==> src/rtl/mux_rr_stream.sv <==
// N-channel stream mux with fixed-select or round-robin arbitration into one registered output beat.
// One cycle from accept to output; while the output beat is stalled, all in_ready bits stay low.
module mux_rr_stream #(
  parameter int N_CH  = 8,
  parameter int WIDTH = 8,
  parameter int SEL_W = $clog2(N_CH)
) (
  input  logic                  clk,
  input  logic                  rst,
  input  logic                  mode,
  input  logic [SEL_W-1:0]      sel,
  input  logic [N_CH*WIDTH-1:0] in_data,
  input  logic [N_CH-1:0]       in_valid,
  output logic [N_CH-1:0]       in_ready,
  output logic [WIDTH-1:0]      out_data,
  output logic [SEL_W-1:0]      out_ch,
  output logic                  out_valid,
  input  logic                  out_ready
);

  logic [SEL_W-1:0] r_ptr;
  logic [WIDTH-1:0] r_out_data;
  logic [SEL_W-1:0] r_out_ch;
  logic             r_out_valid;

  logic             w_free;
  logic             w_sel_ok;
  logic             w_gvalid;
  logic [SEL_W-1:0] w_rr_grant;
  logic [SEL_W-1:0] w_grant;
  logic [WIDTH-1:0] w_grant_dat;

  assign w_free   = !r_out_valid || out_ready;
  assign w_sel_ok = (int'(sel) < N_CH);
  assign w_gvalid = mode ? (|in_valid) : (w_sel_ok && in_valid[sel]);
  assign w_grant  = mode ? w_rr_grant : sel;

  // Search starts just after the last grant, so the previous winner is checked last.
  always_comb begin : rr_search
    int               idx;
    logic             found;
    logic [SEL_W-1:0] w_idx;
    w_rr_grant = '0;
    found      = 1'b0;
    idx        = 0;
    w_idx      = '0;
    for (int k = 1; k <= N_CH; k++) begin
      idx = int'(r_ptr) + k;
      if (idx >= N_CH) idx = idx - N_CH;
      w_idx = SEL_W'(idx);
      if (!found && in_valid[w_idx]) begin
        w_rr_grant = w_idx;
        found      = 1'b1;
      end
    end
  end

  always_comb begin
    w_grant_dat = '0;
    in_ready    = '0;
    for (int i = 0; i < N_CH; i++) begin
      if (w_grant == SEL_W'(i)) w_grant_dat = in_data[i*WIDTH +: WIDTH];
      in_ready[i] = !rst && w_free && w_gvalid && (w_grant == SEL_W'(i));
    end
  end

  always_ff @(posedge clk) begin
    if (rst) begin
      r_out_valid <= 1'b0;
      r_out_data  <= '0;
      r_out_ch    <= '0;
      r_ptr       <= SEL_W'(N_CH - 1);
    end else if (w_free) begin
      if (w_gvalid) begin
        r_out_data  <= w_grant_dat;
        r_out_ch    <= w_grant;
        r_out_valid <= 1'b1;
        if (mode) r_ptr <= w_grant;
      end else begin
        r_out_valid <= 1'b0;
      end
    end
  end

  assign out_data  = r_out_data;
  assign out_ch    = r_out_ch;
  assign out_valid = r_out_valid;

endmodule

==> config.mk <==
export PLATFORM = sky130hd
export DESIGN_NAME = mux_rr_stream
export DESIGN_NICKNAME = d
export VERILOG_FILES = /design/src/rtl/mux_rr_stream.sv
export SDC_FILE = /design/constraint.sdc
export NUM_CORES = 1
export LEC_CHECK = 0
export ABC_AREA = 1
export BUFFER_PORTS_ARGS = -buffer_cell sky130_fd_sc_hd__buf_2
export CELL_PAD_IN_SITES_DETAIL_PLACEMENT = 1
export CELL_PAD_IN_SITES_GLOBAL_PLACEMENT = 2
export CORE_ASPECT_RATIO = 1.2
export CORE_MARGIN = 5
export CORE_UTILIZATION = 25
export DETAILED_ROUTE_END_ITERATION = 7
export PLACE_DENSITY = 0.86
export SKIP_LAST_GASP = 1
export SLEW_MARGIN = 20
export SYNTH_ARGS = -nofsm -noshare
export SYNTH_HDL_FRONTEND = slang
export SYNTH_SLANG_ARGS = --single-unit
==> constraint.sdc <==
create_clock -name clk -period 8.4 [get_ports clk]
set_clock_uncertainty 0.2 [all_clocks]
set_input_delay 0.84 -clock clk [delete_from_list [all_inputs] [get_ports clk]]
set_output_delay 0.84 -clock clk [all_outputs]
set_load 0.01 [all_outputs]
* After elaboration in Yosys (flattened, before gate mapping)
Cells that the tools add are included.
** Word-level totals
- Bits in registers :: 15
- Bits in latches :: 0
- Bits in writable memories :: 0
- ROM bits :: 0
- Word-level logic and storage cells :: 127
- Memories :: 0
** Cells by class
- Add/sub/neg operators :: 16
- Multiply operators :: 0
- Div/mod/pow operators :: 0
- Order comparisons :: 17
- Eq/ne operators :: 7
- Shifts and indexed selects :: 0
- Multiplexer cells :: 52
- Bitwise logic cells :: 0
- Reductions and logical operators :: 31
** Operator list (count)
- two-way mux 8 bit :: 8
- two-way mux 3 bit :: 17
- < comparator 3 x 4 -> 1 bit, second input constant :: 9
- >= comparator 4 bit, second input constant :: 7
- binary-select mux 1 bit (select 3 bit) :: 9
- subtractor 3 x 1 -> 3 bit, second input constant :: 8
- two-way mux 1 bit :: 18
- logical AND 1 bit :: 17
- adder 3 x 3 -> 4 bit, second input constant :: 4
- == test 3 bit, second input constant :: 4
- zero test 1 bit :: 9
- adder 3 x 2 -> 4 bit, second input constant :: 2
- OR reduction 8 bit :: 1
- == test 3 x 2 -> 1 bit, second input constant :: 2
- adder 3 x 4 -> 5 bit, second input constant :: 1
- >= comparator 5 x 4 -> 1 bit, second input constant :: 1
- adder 3 x 1 -> 4 bit, second input constant :: 1
- == test 3 x 1 -> 1 bit, second input constant :: 1
- zero test 3 bit :: 1
- AND reduction 3 bit :: 1
- AND reduction 2 bit :: 1
- logical OR 1 bit :: 1

* Longest topological paths before layout
- Word-level depth :: 37
- Depth in mapped cells :: 25
- Mapped depth without buffers :: 24

* Worst setup path after synthesis
Ideal clock, no wire load.
- Path type :: register to output
- Start :: register r_ptr[1]
- End :: output in_ready[7]
- Arrival :: 2.670 ns
- Data required time :: 7.360 ns
- Setup slack :: 4.690 ns
- Cell stages (with the launch flop) :: 18
- Cells stage by stage :: dfxtp_1 buf_4 inv_2 ha_1 inv_2 nand3_1 nand3_2 nand2_4 nor2_8 nand4_4 nor2_4 nand3_1 nand3_1 o21bai_1 buf_4 nor3_4 inv_2 nor2_1
** On the way
- Cells in the longest elaborated chain, start to end :: 30
- Elaborated cells between the ends (all ways) :: 80
- Classes of those cells :: 16 x add/sub; 8 x order compare; 1 x eq/ne; 40 x mux; 15 x reduce/logical
** Ends and longest elaborated chain
- from (decl) :: line 21 : logic [SEL_W-1:0] r_ptr;
- from (signal assigned) :: line 72 : r_ptr <= SEL_W'(N_CH - 1);
- from (signal assigned) :: line 78 : if (mode) r_ptr <= w_grant;
- adder 3 x 1 -> 4 bit :: line 48 : idx = int'(r_ptr) + k;
- >= comparator 4 bit / subtractor 3 x 1 -> 3 bit (equally long branches) :: line 49 : if (idx >= N_CH) idx = idx - N_CH;
- two-way mux 3 bit :: line 49
- binary-select mux 1 bit (select 3 bit) :: line 51 : if (!found && in_valid[w_idx]) begin
- two-way mux 1 bit (implied by the code) :: line 51
- two-way mux 1 bit :: line 51
- zero test 1 bit :: line 51
- logical AND 1 bit :: line 51
- [... 14 more ...]
- logical AND 1 bit :: line 51
- two-way mux 1 bit :: line 51
- zero test 1 bit :: line 51
- logical AND 1 bit :: line 51
- two-way mux 3 bit * :: line 51
- two-way mux 3 bit * :: line 36 : assign w_grant = mode ? w_rr_grant : sel;
- == test 3 bit * :: line 63 : in_ready[i] = !rst && w_free && w_gvalid && (w_grant == SEL_W'(i));
- logical AND 1 bit * :: line 63
- to (decl) :: line 14 : output logic [N_CH-1:0] in_ready,
Every way passes the cells marked *; elsewhere a longest branch is shown, timed or not. The select of a mux whose other input is x is not followed.

* Final worst setup path
- Start :: register r_ptr[0]
- End :: output in_ready[3]
** On the way
- Cells in the longest elaborated chain, start to end :: 30
- Elaborated cells between the ends (all ways) :: 80
- Classes of those cells :: 16 x add/sub; 8 x order compare; 1 x eq/ne; 40 x mux; 15 x reduce/logical
** Ends and longest elaborated chain (line)
- adder 3 x 1 -> 4 bit :: 48
- >= comparator 4 bit / subtractor 3 x 1 -> 3 bit (equally long branches) :: 49
- two-way mux 3 bit :: 49
- binary-select mux 1 bit (select 3 bit) :: 51
- two-way mux 1 bit (implied by the code) :: 51
- two-way mux 1 bit :: 51
- zero test 1 bit :: 51
- logical AND 1 bit :: 51
- [... 14 more ...]
- logical AND 1 bit :: 51
- two-way mux 1 bit :: 51
- zero test 1 bit :: 51
- logical AND 1 bit :: 51
- two-way mux 3 bit * :: 51
- two-way mux 3 bit * :: 36
- == test 3 x 2 -> 1 bit * :: 63
- logical AND 1 bit * :: 63
Marks and branches as above.

==> flow_summary.toml <==
[sta]
drv_slew = 0
rsz0062_at_grt = "no"
timing.final.crit_share = 0.605
max_slew.worst_pin.slew_ns = 0.981
setup_tns_ns = 0
setup_viol = 0
fin_ws_ns = 3.31
hold_viol = 0
max_freq_mhz = 197
fin_crit_ns = 5.09
slew_headroom = 0.346

[cells_and_area]
syn2layout_area_growth_pct = 28.6
mostFrequentLayoutCells = "nand2_1, buf_2, nor2_1"
diodes = 0
layout_commonest_cell = "nand2_1"
layout-drive-gt1-share = 0.349
nFillCells = 1204
layout.nets = 549

[power_and_ir_drop]
p_leak_nw = 1.44
vdd_ir_drop_max_mv = 0.0468
p_per_area_nw_per_um2 = 180

[route]
firstDrtPassIters = 4
wl_per_cell_um = 15.5
drtAntennaViolNets = 0
num_vias = 2726
route.detailed.drc = 0
viasPerCell = 4.67
first_iter_violations = 63
drt-total-wl_um = 9050

[yosys]
synth_top_cell_area_share = 0.170
synthesis.nets = 454
netlist_top_cells_area = "nand2_1, dfxtp_1, nor2_1"
ys_seq_area_frac = 0.138
ys_types = 34
ys_warn_count = 0
synth_area_um2 = 2180
synth_area_leader_cell = "nand2_1"
syn_inst = 373
synth_seq_cells = 15
syn_avg_cell_area_um2 = 5.85

[worst_setup_path]
crit_type = "reg -> out"
arrival_ns = 4.05
required_ns = 7.36
cp_max_fo = 19
endpoint_kind = "output port"
worstSetupStartpointType = "flip-flop"

[clocking]
cts.sinks = 15
clock_latency_ns = 0.24
htreeDepth = 1
tritoncts = "yes"
post-cts-setup-buffers = 0
cts-hold-fix-buffers = 0
clockBufferDepth = 2
path_clk_slew_ns = 0.06
cts_root_buffer = "clkbuf_8"
cts_resized = 0
numCtsBuffers = 3

[global_route]
grt_antenna_before_repair = 0
first_global_vias = 2945
grt_max_degree = 20
grt_pass1_wl_um = 14700
grtUsageTotal = 0.174
grt_overflow = 0

[floorplan]
num_io_pins = 99
core_um2 = 8560
dieWidth_um = 95.3
die-area_um2 = 10700
start_util = 0.255
fp-row-count = 37
die_height_um = 112

[place]
globalplace.congestion = 0.932
post-place-ws_ns = 3.59
dp_hpwl_um = 7870
portBuffers = 98

[run_status]
status = "complete, no violations"

[hold_path]
min_path_type = "reg -> reg"

[job]
maxCapViolCount = 0
## per-stage QoR
stage               instance area [um2]  hold WS, ns  total power, W  utilization  instances
floorplan                          2180        0.290        0.000350            -        373
global placement                   2760        0.255        0.000451        0.323        580
detailed placement                 2760        0.265        0.000454        0.323        580
CTS                                2810        0.275        0.000513        0.328        584
global route                       2810        0.297        0.000557        0.328        584
finish                             2810        0.268        0.000506        0.328        584
## routing by layer
layer,vias up,global-route usage,part of all wire
li1,1416,-,-
met1,1195,0.207,0.40
met2,101,0.305,0.50
met3,14,0.0402,0.070
met4,0,0.0500,0.025
met5,-,0,0
## cell type report
class,instances,area (um2),share of cell area
Timing Repair Buffer,98,490,0.175
Clock buffer,4,45.0,0.0160
Inverter,34,133,0.0472
Tap cell,117,146,0.0521
Multi-Input combinational cell,316,1690,0.603
Sequential cell,15,300,0.107
## critical path, stage by stage, from the launching register on
cell	delay, ns
dfxtp_1	0.79
inv_4	0.14
ha_1	0.45
inv_2	0.14
nand3_1	0.12
nand2_1	0.11
nand2_1	0.05
nand2_1	0.17
inv_1	0.09
nand4_1	0.12
nor2_1	0.05
nor2_1	0.09
nand3_1	0.09
o21bai_2	0.77
nand3_2	0.30
nor2_1	0.16
buf_2	0.14
## path summary, 6_finish.rpt
path / start / endpoint / slack, ns / cells after the start
max: r_ptr[0] / in_ready[3] / 3.31 / 16
min: out_data[1] / out_data[1] / 0.27 / 2
max reg2reg: r_ptr[0] / out_data[1] / 3.95 / 20
min reg2reg: out_data[1] / out_data[1] / 0.27 / 2
## synthesized netlist by cell type
master,number
nand2_2,19
a31oi_1,1
clkbuf_1,2
o21ai_0,8
buf_6,3
nor2_1,59
o21bai_2,1
o32ai_1,2
inv_4,2
nor3_1,5
nand2_4,4
nor2_8,2
dfxtp_1,15
xor2_2,2
ha_1,2
inv_1,25
nand3_1,44
a21oi_1,14
nor2_4,5
nand2_1,99
buf_4,2
o21ai_1,3
nor3_4,1
a21oi_2,7
nand4_1,17
o211ai_1,2
nand3_2,8
xnor2_1,2
nor4_1,2
inv_2,7
buf_2,1
o21bai_1,4
nand4_4,1
nor2_2,2
## cells by family after synthesis
| logic type | synth area share |
|---|---|
| DFF | 0.138 |
| AOI/OAI and AO/OA | 0.122 |
| and+or+nand+nor | 0.617 |
| xor gates and xnor gates | 0.0229 |
| adders and majority gates | 0.0115 |
| buffers and inverters | 0.0888 |
## registers in the layout, indices dropped and copies added, names as in the netlist
signal	flops
out_ch	3
out_data	8
out_valid	1
r_ptr	3
## power breakdown
group	internal, W	switching (W)	leakage [nW]
clock network	0.0000335	0.0000231	0.0228
logic	0.000115	0.000237	1.29
registers	0.0000844	0.0000136	0.124
total	0.000233	0.000273	1.44
(Power assumes the default switching activity.)
